### src/rtl/redmule_tile_pkg.sv
// Tile-level shared types: OBI channel field types, SRAM sizing and the
// response entry carried through the OBI SRAM responder.
package redmule_tile_pkg;

  localparam int unsigned OBI_ADDR_W    = 32;
  localparam int unsigned OBI_DATA_W    = 32;
  localparam int unsigned AID_WIDTH     = 4;
  localparam int unsigned RID_WIDTH     = AID_WIDTH;
  localparam int unsigned L1_SRAM_WORDS = 1024;

  typedef logic [OBI_ADDR_W-1:0]   obi_addr_t;
  typedef logic [OBI_DATA_W-1:0]   obi_data_t;
  typedef logic [OBI_DATA_W/8-1:0] obi_be_t;
  typedef logic [AID_WIDTH-1:0]    obi_aid_t;
  typedef logic [RID_WIDTH-1:0]    obi_rid_t;
  typedef logic [5:0]              obi_atop_t;

  // One R-channel response as queued between acceptance and the handshake.
  typedef struct packed {
    obi_rid_t  rid;
    logic      err;
    obi_data_t rdata;
  } rsp_entry_t;

  // Any non-zero atomic opcode is unsupported by a plain SRAM.
  function automatic logic is_atomic(input obi_atop_t atop);
    return |atop;
  endfunction

endpackage

### src/rtl/obi_rsp_fifo.sv
// Fall-through FIFO: when empty, a pushed entry is visible on data_o in the
// same cycle, and a simultaneous pop consumes it without it being stored.
module obi_rsp_fifo
  import redmule_tile_pkg::*;
#(
  parameter int unsigned DEPTH   = 2,
  parameter type         entry_t = rsp_entry_t
) (
  input  logic   clk_i,
  input  logic   rst_i,
  input  logic   push_i,
  input  entry_t data_i,
  input  logic   pop_i,
  output entry_t data_o,
  output logic   valid_o,
  output logic   full_o,
  output logic   empty_o
);

  localparam int unsigned PTR_W = (DEPTH > 1) ? $clog2(DEPTH) : 1;
  localparam int unsigned CNT_W = $clog2(DEPTH + 1);

  logic [PTR_W-1:0] wptr_q, wptr_d;
  logic [PTR_W-1:0] rptr_q, rptr_d;
  logic [CNT_W-1:0] count_q, count_d;
  entry_t           mem_q [DEPTH];
  logic             store;
  logic             take;

  function automatic logic [PTR_W-1:0] ptr_inc(input logic [PTR_W-1:0] p);
    return (p == PTR_W'(DEPTH - 1)) ? '0 : p + PTR_W'(1);
  endfunction

  assign empty_o = (count_q == '0);
  assign full_o  = (count_q == CNT_W'(DEPTH));
  assign valid_o = ~empty_o | push_i;
  assign data_o  = empty_o ? data_i : mem_q[rptr_q];

  // A push that is consumed in the same cycle by the bypass never occupies a slot.
  assign store = push_i & ~(empty_o & pop_i);
  assign take  = pop_i & ~empty_o;

  // Next-state pointers and occupancy.
  always_comb begin
    wptr_d  = wptr_q;
    rptr_d  = rptr_q;
    count_d = count_q;
    if (store) wptr_d = ptr_inc(wptr_q);
    if (take)  rptr_d = ptr_inc(rptr_q);
    if (store && !take)      count_d = count_q + CNT_W'(1);
    else if (!store && take) count_d = count_q - CNT_W'(1);
  end

  // Control state register; reset empties the FIFO.
  always_ff @(posedge clk_i or posedge rst_i) begin
    if (rst_i) begin
      wptr_q  <= '0;
      rptr_q  <= '0;
      count_q <= '0;
    end else begin
      wptr_q  <= wptr_d;
      rptr_q  <= rptr_d;
      count_q <= count_d;
    end
  end

  // Entry storage; contents are only observed while occupancy says so.
  always_ff @(posedge clk_i) begin
    if (store) mem_q[wptr_q] <= data_i;
  end

endmodule

### src/rtl/obi_sram_responder.sv
// OBI subordinate in front of a single-port, 1-cycle-latency SRAM. Grants
// while fewer than MAX_OUTSTANDING responses are owed, accesses the SRAM in
// the accept cycle, and returns in-order responses through a fall-through
// FIFO. Out-of-range and atomic requests are answered with err=1 and never
// reach the SRAM.
module obi_sram_responder
  import redmule_tile_pkg::*;
#(
  parameter logic [31:0] BASE_ADDR       = 32'h1000_0000,
  parameter int unsigned N_WORDS         = L1_SRAM_WORDS,
  parameter int unsigned MAX_OUTSTANDING = 2,
  parameter bit          USE_RREADY      = 1'b0
) (
  input  logic                       clk_i,
  input  logic                       rst_i,
  // A channel
  input  logic                       obi_req_i,
  output logic                       obi_gnt_o,
  input  logic [31:0]                obi_addr_i,
  input  logic                       obi_we_i,
  input  logic [3:0]                 obi_be_i,
  input  logic [31:0]                obi_wdata_i,
  input  logic [AID_WIDTH-1:0]       obi_aid_i,
  input  logic [5:0]                 obi_atop_i,
  // R channel
  output logic                       obi_rvalid_o,
  input  logic                       obi_rready_i,
  output logic [31:0]                obi_rdata_o,
  output logic [RID_WIDTH-1:0]       obi_rid_o,
  output logic                       obi_err_o,
  // SRAM macro
  output logic                       sram_req_o,
  output logic                       sram_we_o,
  output logic [$clog2(N_WORDS)-1:0] sram_addr_o,
  output logic [3:0]                 sram_be_o,
  output logic [31:0]                sram_wdata_o,
  input  logic [31:0]                sram_rdata_i
);

  localparam int unsigned AW    = $clog2(N_WORDS);
  localparam int unsigned CNT_W = $clog2(MAX_OUTSTANDING + 1);
  localparam logic [31:0] SPAN  = 32'(N_WORDS * 4);

  logic [CNT_W-1:0] outstanding_q, outstanding_d;
  logic             rsp_vld_q, rsp_vld_d;
  obi_rid_t         rsp_rid_q, rsp_rid_d;
  logic             rsp_err_q, rsp_err_d;
  logic             rsp_rd_q,  rsp_rd_d;

  logic             rready_eff;
  logic             accept;
  logic             rsp_fire;
  logic [31:0]      offset;
  logic             hit;
  logic             bad;

  logic             fifo_push;
  logic             fifo_pop;
  logic             fifo_valid;
  logic             fifo_full;
  logic             fifo_empty;
  rsp_entry_t       push_entry;
  rsp_entry_t       head_entry;
  logic             unused_sig;

  assign rready_eff = USE_RREADY ? obi_rready_i : 1'b1;

  // Grant depends only on the registered count, never on req or rready.
  assign obi_gnt_o = (outstanding_q < CNT_W'(MAX_OUTSTANDING));
  assign accept    = obi_req_i & obi_gnt_o;
  assign rsp_fire  = fifo_valid & rready_eff;

  // Address decode; the subtraction wraps so addresses below the base miss.
  always_comb begin
    offset = obi_addr_i - BASE_ADDR;
    hit    = (offset < SPAN);
    bad    = ~hit | is_atomic(obi_atop_i);
  end

  // SRAM port is driven in the accept cycle only for good requests; the low
  // two address bits are dropped and the byte enables used as given.
  always_comb begin
    sram_req_o   = accept & ~bad;
    sram_we_o    = 1'b0;
    sram_addr_o  = '0;
    sram_be_o    = '0;
    sram_wdata_o = '0;
    if (sram_req_o) begin
      sram_we_o    = obi_we_i;
      sram_addr_o  = offset[AW+1:2];
      sram_be_o    = obi_be_i;
      sram_wdata_o = obi_wdata_i;
    end
  end

  // Outstanding count: accept and release in the same cycle cancel out.
  always_comb begin
    outstanding_d = outstanding_q;
    if (accept && !rsp_fire)      outstanding_d = outstanding_q + CNT_W'(1);
    else if (!accept && rsp_fire) outstanding_d = outstanding_q - CNT_W'(1);
  end

  // Stage 1 captures the response attributes of this cycle's accepted request.
  always_comb begin
    rsp_vld_d = accept;
    rsp_rid_d = obi_rid_t'(obi_aid_i);
    rsp_err_d = bad;
    rsp_rd_d  = ~bad & ~obi_we_i;
  end

  // Count and stage 1 registers.
  always_ff @(posedge clk_i or posedge rst_i) begin
    if (rst_i) begin
      outstanding_q <= '0;
      rsp_vld_q     <= 1'b0;
      rsp_rid_q     <= '0;
      rsp_err_q     <= 1'b0;
      rsp_rd_q      <= 1'b0;
    end else begin
      outstanding_q <= outstanding_d;
      rsp_vld_q     <= rsp_vld_d;
      rsp_rid_q     <= rsp_rid_d;
      rsp_err_q     <= rsp_err_d;
      rsp_rd_q      <= rsp_rd_d;
    end
  end

  // SRAM read data arrives one cycle after the access, aligned with stage 1.
  always_comb begin
    push_entry.rid   = rsp_rid_q;
    push_entry.err   = rsp_err_q;
    push_entry.rdata = rsp_rd_q ? sram_rdata_i : '0;
  end

  assign fifo_push = rsp_vld_q;
  assign fifo_pop  = rsp_fire;

  obi_rsp_fifo #(
    .DEPTH   (MAX_OUTSTANDING),
    .entry_t (rsp_entry_t)
  ) u_fifo (
    .clk_i   (clk_i),
    .rst_i   (rst_i),
    .push_i  (fifo_push),
    .data_i  (push_entry),
    .pop_i   (fifo_pop),
    .data_o  (head_entry),
    .valid_o (fifo_valid),
    .full_o  (fifo_full),
    .empty_o (fifo_empty)
  );

  // R channel from the FIFO head; payload is held at zero when idle.
  always_comb begin
    obi_rvalid_o = fifo_valid;
    obi_rdata_o  = '0;
    obi_rid_o    = '0;
    obi_err_o    = 1'b0;
    if (fifo_valid) begin
      obi_rdata_o = head_entry.rdata;
      obi_rid_o   = head_entry.rid;
      obi_err_o   = head_entry.err;
    end
  end

  // Address bits outside the word index and FIFO status flags are not
  // needed by the datapath; the grant rule already bounds occupancy.
  assign unused_sig = ^{offset[31:AW+2], offset[1:0], fifo_full, fifo_empty};

endmodule

### config.mk
export PLATFORM = sky130hd
export DESIGN_NAME = obi_sram_responder
export DESIGN_NICKNAME = d
export VERILOG_FILES = /design/src/rtl/redmule_tile_pkg.sv /design/src/rtl/obi_rsp_fifo.sv /design/src/rtl/obi_sram_responder.sv
export SDC_FILE = /design/constraint.sdc
export NUM_CORES = 1
export LEC_CHECK = 0
export BUFFER_PORTS_ARGS = -buffer_cell sky130_fd_sc_hd__buf_2
export CAP_MARGIN = 10
export CORE_MARGIN = 2
export CORE_UTILIZATION = 35
export CTS_CLUSTER_DIAMETER = 40
export DETAILED_ROUTE_END_ITERATION = 8
export PLACE_DENSITY_LB_ADDON = 0.05
export REMOVE_ABC_BUFFERS = 1
export SYNTH_ARGS = -nofsm -noshare
export SYNTH_HDL_FRONTEND = slang
export SYNTH_SLANG_ARGS = --single-unit
export TNS_END_PERCENT = 30
### constraint.sdc
create_clock -name clk_i -period 4.3 [get_ports clk_i]
set_clock_uncertainty 0.05 [all_clocks]
set_input_delay 0.645 -clock clk_i [delete_from_list [all_inputs] [get_ports clk_i]]
set_output_delay 0.645 -clock clk_i [all_outputs]
set_load 0.005 [all_outputs]
[After elaboration in Yosys (flattened, before gate mapping)]
Memory sizes are Yosys's and may differ from the RTL's.
Index checks and enable logic that the tools add are counted.
Storage, ports and cells
  register bits: 13
  bits in latches: 0
  memory bits (writable): 74
  bits in read-only memories: 0
  logic and storage cells: 60
  memories: 1
Memory list
  u_fifo.mem_q: words 2, bits a word 37, read ports 1, clocked after Yosys merged registers in 0, wr ports 1, line obi_rsp_fifo.sv:26  | entry_t mem_q [DEPTH];
Cells by class
  $add $sub $neg: 7
  $mul: 0
  div/mod/pow operators: 0
  magnitude comparators: 2
  equality and inequality tests: 0
  shift operators: 0
  mux-type cells: 17
  bitwise operators: 13
  reductions and logical operators: 12
Operator list (count)
  $mux 32: 3
  $mux 37: 1
  $lt 32x13->1 const B: 1
  $sub 32x29->32 const B: 1
  $mux 10: 1
  $mux 2: 4
  $mux 4: 2
  $and 1x1->1: 6
  $mux 1: 6
  $reduce_or 6->1: 1
  $not 1->1: 5
  $add 2x1->2 const B: 2
  $logic_and 1x1->1: 4
  $logic_not 1->1: 4
  $reduce_bool 2->1: 2
  $sub 2x1->2 const B: 2
  $add 1x1->1 const B: 2
  $logic_not 2->1: 1
  $lt 2x2->1 const B: 1
  $or 1x1->1: 2

[Logic depth before layout (Yosys ltp)]
  word-level depth: 10
  mapped depth: 8
  gate-level depth less buffers: 8

[By module]
From an unflattened synthesis, not the netlist that was laid out.
Unflattened totals
  cell total of the unflattened synthesis: 444
  area, all modules: 4959.8 sq um
By module, submodules not included
  obi_rsp_fifo: times used 1, cells each 222, area each 3535.9 sq um, seq. area each 2322.2 sq um
  obi_sram_responder: times used 1, cells each 222, area each 1423.9 sq um, seq. area each 225.2 sq um

[Worst setup path after synthesis]
OpenSTA, ideal clock, no wires.
  kind: reg-to-reg
  start point: reg u_fifo.count_q[0]
  end point: mem u_fifo.mem_q[0][0] in the netlist's numbering (enable)
  data arrival time: 2.359 ns
  required time: 3.819 ns
  path slack: 1.459 ns
  cell stages (with the launch flop): 5
  buffers on the path: 0
  clock period less this slack: 2.841 ns
  path through: dfrtp_1 inv_1 ha_1 nand2b_1 nor2_1
On the way
  word-level cells in the longest chain between the ends: 8
RTL lines
  from (decl): line obi_rsp_fifo.sv:25  | logic [CNT_W-1:0] count_q, count_d;
  from (signal assigned): line obi_rsp_fifo.sv:63  | count_q <= count_d;
  $logic_not 2->1 *: line obi_rsp_fifo.sv:34  | assign empty_o = (count_q == '0);
  $not 1->1: line obi_rsp_fifo.sv:36  | assign valid_o = ~empty_o | push_i;
  $or 1x1->1: line obi_rsp_fifo.sv:36
  $and 1x1->1 *: line obi_rsp_fifo.sv:40  | assign store = push_i & ~(empty_o & pop_i);
  $not 1->1 *: line obi_rsp_fifo.sv:40
  $and 1x1->1 *: line obi_rsp_fifo.sv:40
  $mux 1 *: line obi_rsp_fifo.sv:69  | if (store) mem_q[wptr_q] <= data_i;
  $mux 1 (implied by the code) *: line obi_rsp_fifo.sv:69
  to (decl): line obi_rsp_fifo.sv:26
Every way passes the cells marked *; elsewhere a longest branch is shown, timed or not.

[Final worst setup path]
  start point: reg u_fifo.count_q[0]
  end point: out obi_rdata_o[6]
On the way
  word-level cells in the longest chain between the ends: 4
RTL lines
  $logic_not 2->1 *: line obi_rsp_fifo.sv:34
  $not 1->1: line obi_rsp_fifo.sv:36
  $or 1x1->1: line obi_rsp_fifo.sv:36
  $mux 32 *: line obi_sram_responder.sv:159  | if (fifo_valid) begin
  to (decl): line obi_sram_responder.sv:28  | output logic [31:0] obi_rdata_o,
Marks and branches as above.

==> key figures <==
Place
  • IO buf count: 198
  • RD Place Congestion: 0.843
  • HPWL Detailed: 8170 µm

Route
  • Final ANT Viol Nets: 0
  • Initial DRC Count: 171
  • Via density: 4.94
  • Vias: 3554
  • WL final: 11700 µm
  • TritonRoute pass-1 iters: 4
  • Routed wire length per instance: 16.3 µm
  • DRC Markers: 0

Pwr
  • P_int: 1.41 mW
  • Sw Pwr: 0.442 mW
  • Sequential power share: 50.5%
  • Pwr dens: 325 mW/mm²
  • Clock power share: 36.0%
  • Power Total: 1.85 mW
  • Comb power frac: 13.4%
  • Switching share of power: 23.9%
  • Leakage: 2.39 nW
  • Worst IR Drop VDD: 223 µV

Worst setup path
  • Classification of the worst setup path: reg -> out
  • Worst Setup End Kind: primary output
  • Reg2reg start: u_fifo.count_q[0]
  • Reg2reg setup slack: 1700 ps
  • Slowest cell on crit path: ha_1
  • Req. time, crit path: 3610 ps
  • CP max FO: 17
  • Worst Reg-to-Reg Cells: 5
  • CP Data Arrival Time: 2660 ps
  • Reg-to-reg endpoint: u_fifo.mem_q[1][31]
  • Slowest stage delay, CP: 630 ps
  • Crit-path cells: inv_1 > ha_1 > and2_1 > buf_4 > o2bb2ai_1 > buf_2
  • CP startpoint kind: register

Clock network
  • Root Buffer: clkbuf_16
  • Clk Latency, worst-skew pair: 330 ps
  • Clock sinks: 87
  • H-tree Lvls: 3
  • Inserted Clock Buffers: 9
  • Clock Tree Buf Depth: 2
  • Post-CTS sizing: 0
  • Hold-fix buffers, CTS: 0
  • CTS tree: yes
  • Post-CTS setup buffer count: 0
  • Worst-path clk slew: 60 ps

Synthesis
  • Syn. warnings: 0
  • Number of synthesized flops with an enable pin: 74
  • Top-area cell type share of the netlist area: 51.2%
  • Avg Cell Area, Syn: 11.9 µm²
  • Seq/Total Area, Yosys: 58.7%
  • Most frequent cell after synthesis: edfxtp_1
  • Cell taking the most area after synthesis: edfxtp_1
  • Flops & latches, synth: 87
  • Synth Instances: 365
  • Post-synth ARST share: 14.9%
  • Synth top area cells: edfxtp_1, mux2i_1, dfrtp_1
  • Main synth FF type: edfxtp_1
  • Distinct cell type count after synthesis: 24
  • Post-synth top cells: edfxtp_1, nand2_1, nor4_1
  • Synth Cell Area: 0.00434 mm²

Timing
  • Slew @ Worst Pin: 982 ps
  • Max Transition Viols Final: 0
  • RSZ-0062 raised after global routing: no
  • Slew headroom: 34.6%
  • Setup TNS: 0 ps
  • Hold Vio Cnt, Final: 0
  • Final period util: 78.1%
  • Final setup fails: 0
  • Fin crit period: 3360 ps
  • FMAX: 298 MHz

GRT
  • Largest net degree at the start of global routing: 51
  • Initial antenna violation count: 0
  • Global route total overflow: 0
  • First-pass GRT wire length: 17200 µm
  • Total GRT Usage: 17.3%
  • Vias in the first global route: 3433

Die
  • Die H: 115 µm
  • Initial core utilization: 36.0%
  • Rows: 40
  • Die span in x: 115 µm
  • # IOs: 202
  • Die Area: 0.0133 mm²
  • Core Region: 0.0121 mm²

Cells and area
  • Final nets: 665
  • Share of cells above drive strength 1: 40.1%
  • Area delta synth->final: 31.2%
  • Area of the multi-input gates: 0.00161 mm²
  • Reg area: 0.00255 mm²
  • Filler cells: 1135
  • Antenna cell count: 0
  • Final core utilization: 47.2%

Hold path
  • Tightest Hold Check Type: in -> async

Run status
  • Run status: finished, final reports clean

Run
  • Maxcap violations: 0
[power groups by stage]
stage          Combinational (mW)  Sequential (mW)  Clock, mW
2_1_floorplan               0.135            0.946          0
3_3_place_gp                0.249            0.951          0
3_5_place_dp                0.252            0.951          0
4_1_cts                     0.253            0.934      0.684
5_1_grt                     0.279            0.935      0.723
6_report                    0.248            0.935      0.666
[kinds of logic after synthesis]
| kind of cell | Yosys count | synth area share [%] |
|---|---|---|
| AO/OA/AOI/OAI | 38 | 7.15 |
| XOR/XNOR | 6 | 1.21 |
| adder cells (fa/ha/maj) | 3 | 0.865 |
| buffers and inverters | 42 | 4.79 |
| flip-flops | 87 | 58.7 |
| multiplexers | 37 | 8.54 |
| AND/OR/NAND/NOR | 152 | 18.7 |
[layer usage]
layer	GRT usage, %	vias to the layer above	routed length, µm
met5	0	-	0
met3	4.43	17	714
met2	32.3	134	6280
met4	8.35	0	311
met1	17.9	1664	4390
li1	-	1739	-
[through the flow]
stage               instances  instance area (µm²)  hold WS, ps  setup WS, ps
floorplan                 329                 4150          392           964
global placement          704                 5450          400          1230
detailed placement        704                 5450          413          1220
CTS                       719                 5690          304           853
global route              719                 5690          330           767
finish                    719                 5690          292           940
[layout by cell type (no fill, tap or decap), drive strengths merged, types with 5 or more instances in the layout]
cell type    n
edfxtp      74
mux2i       37
and2        33
inv          6
o2bb2ai     32
nor2         6
o21ai        5
dfrtp       13
nor4        52
nand2       53
clkbuf      12
buf        207
xnor2        5
[critical path, delay by kind of cell, from the launching register on]
kind                       cells  cell delay [ps]
buffers and inverters          3              580
DFF                            1              360
adders and majority gates      1              630
and+or+nand+nor                1              600
AOI/OAI and AO/OA              1              150
[registers in the layout, summed over array words and instances (netlist names)]
signal and cells:
u_fifo.mem_q 74, rsp_rd_q 1, rsp_rid_q 4, fifo_push 1
u_fifo.rptr_q 1, rsp_err_q 1, u_fifo.count_q 2, u_fifo.wptr_q 1
outstanding_q 2
[layout make-up]
class	count	area share, %
clock buffers	12	4.15
inverters	6	0.396
flip-flops and latches	87	44.8
multi-input cells	236	28.2
repair buffers	207	18.6
clock inverters	3	0.198
well taps	168	3.69
[how the worst max path moves through the flow]
stage / from / to / slack [ps]
finish: u_fifo.count_q[0] / obi_rdata_o[6] / 940
global placement: u_fifo.count_q[0] / obi_rdata_o[6] / 1230
CTS: u_fifo.count_q[0] / obi_rdata_o[6] / 850
global route: u_fifo.count_q[0] / obi_rdata_o[24] / 770
detailed placement: u_fifo.count_q[0] / obi_rdata_o[6] / 1220
floorplan: obi_req_i / sram_req_o / 960
(Power assumes the default switching activity.)
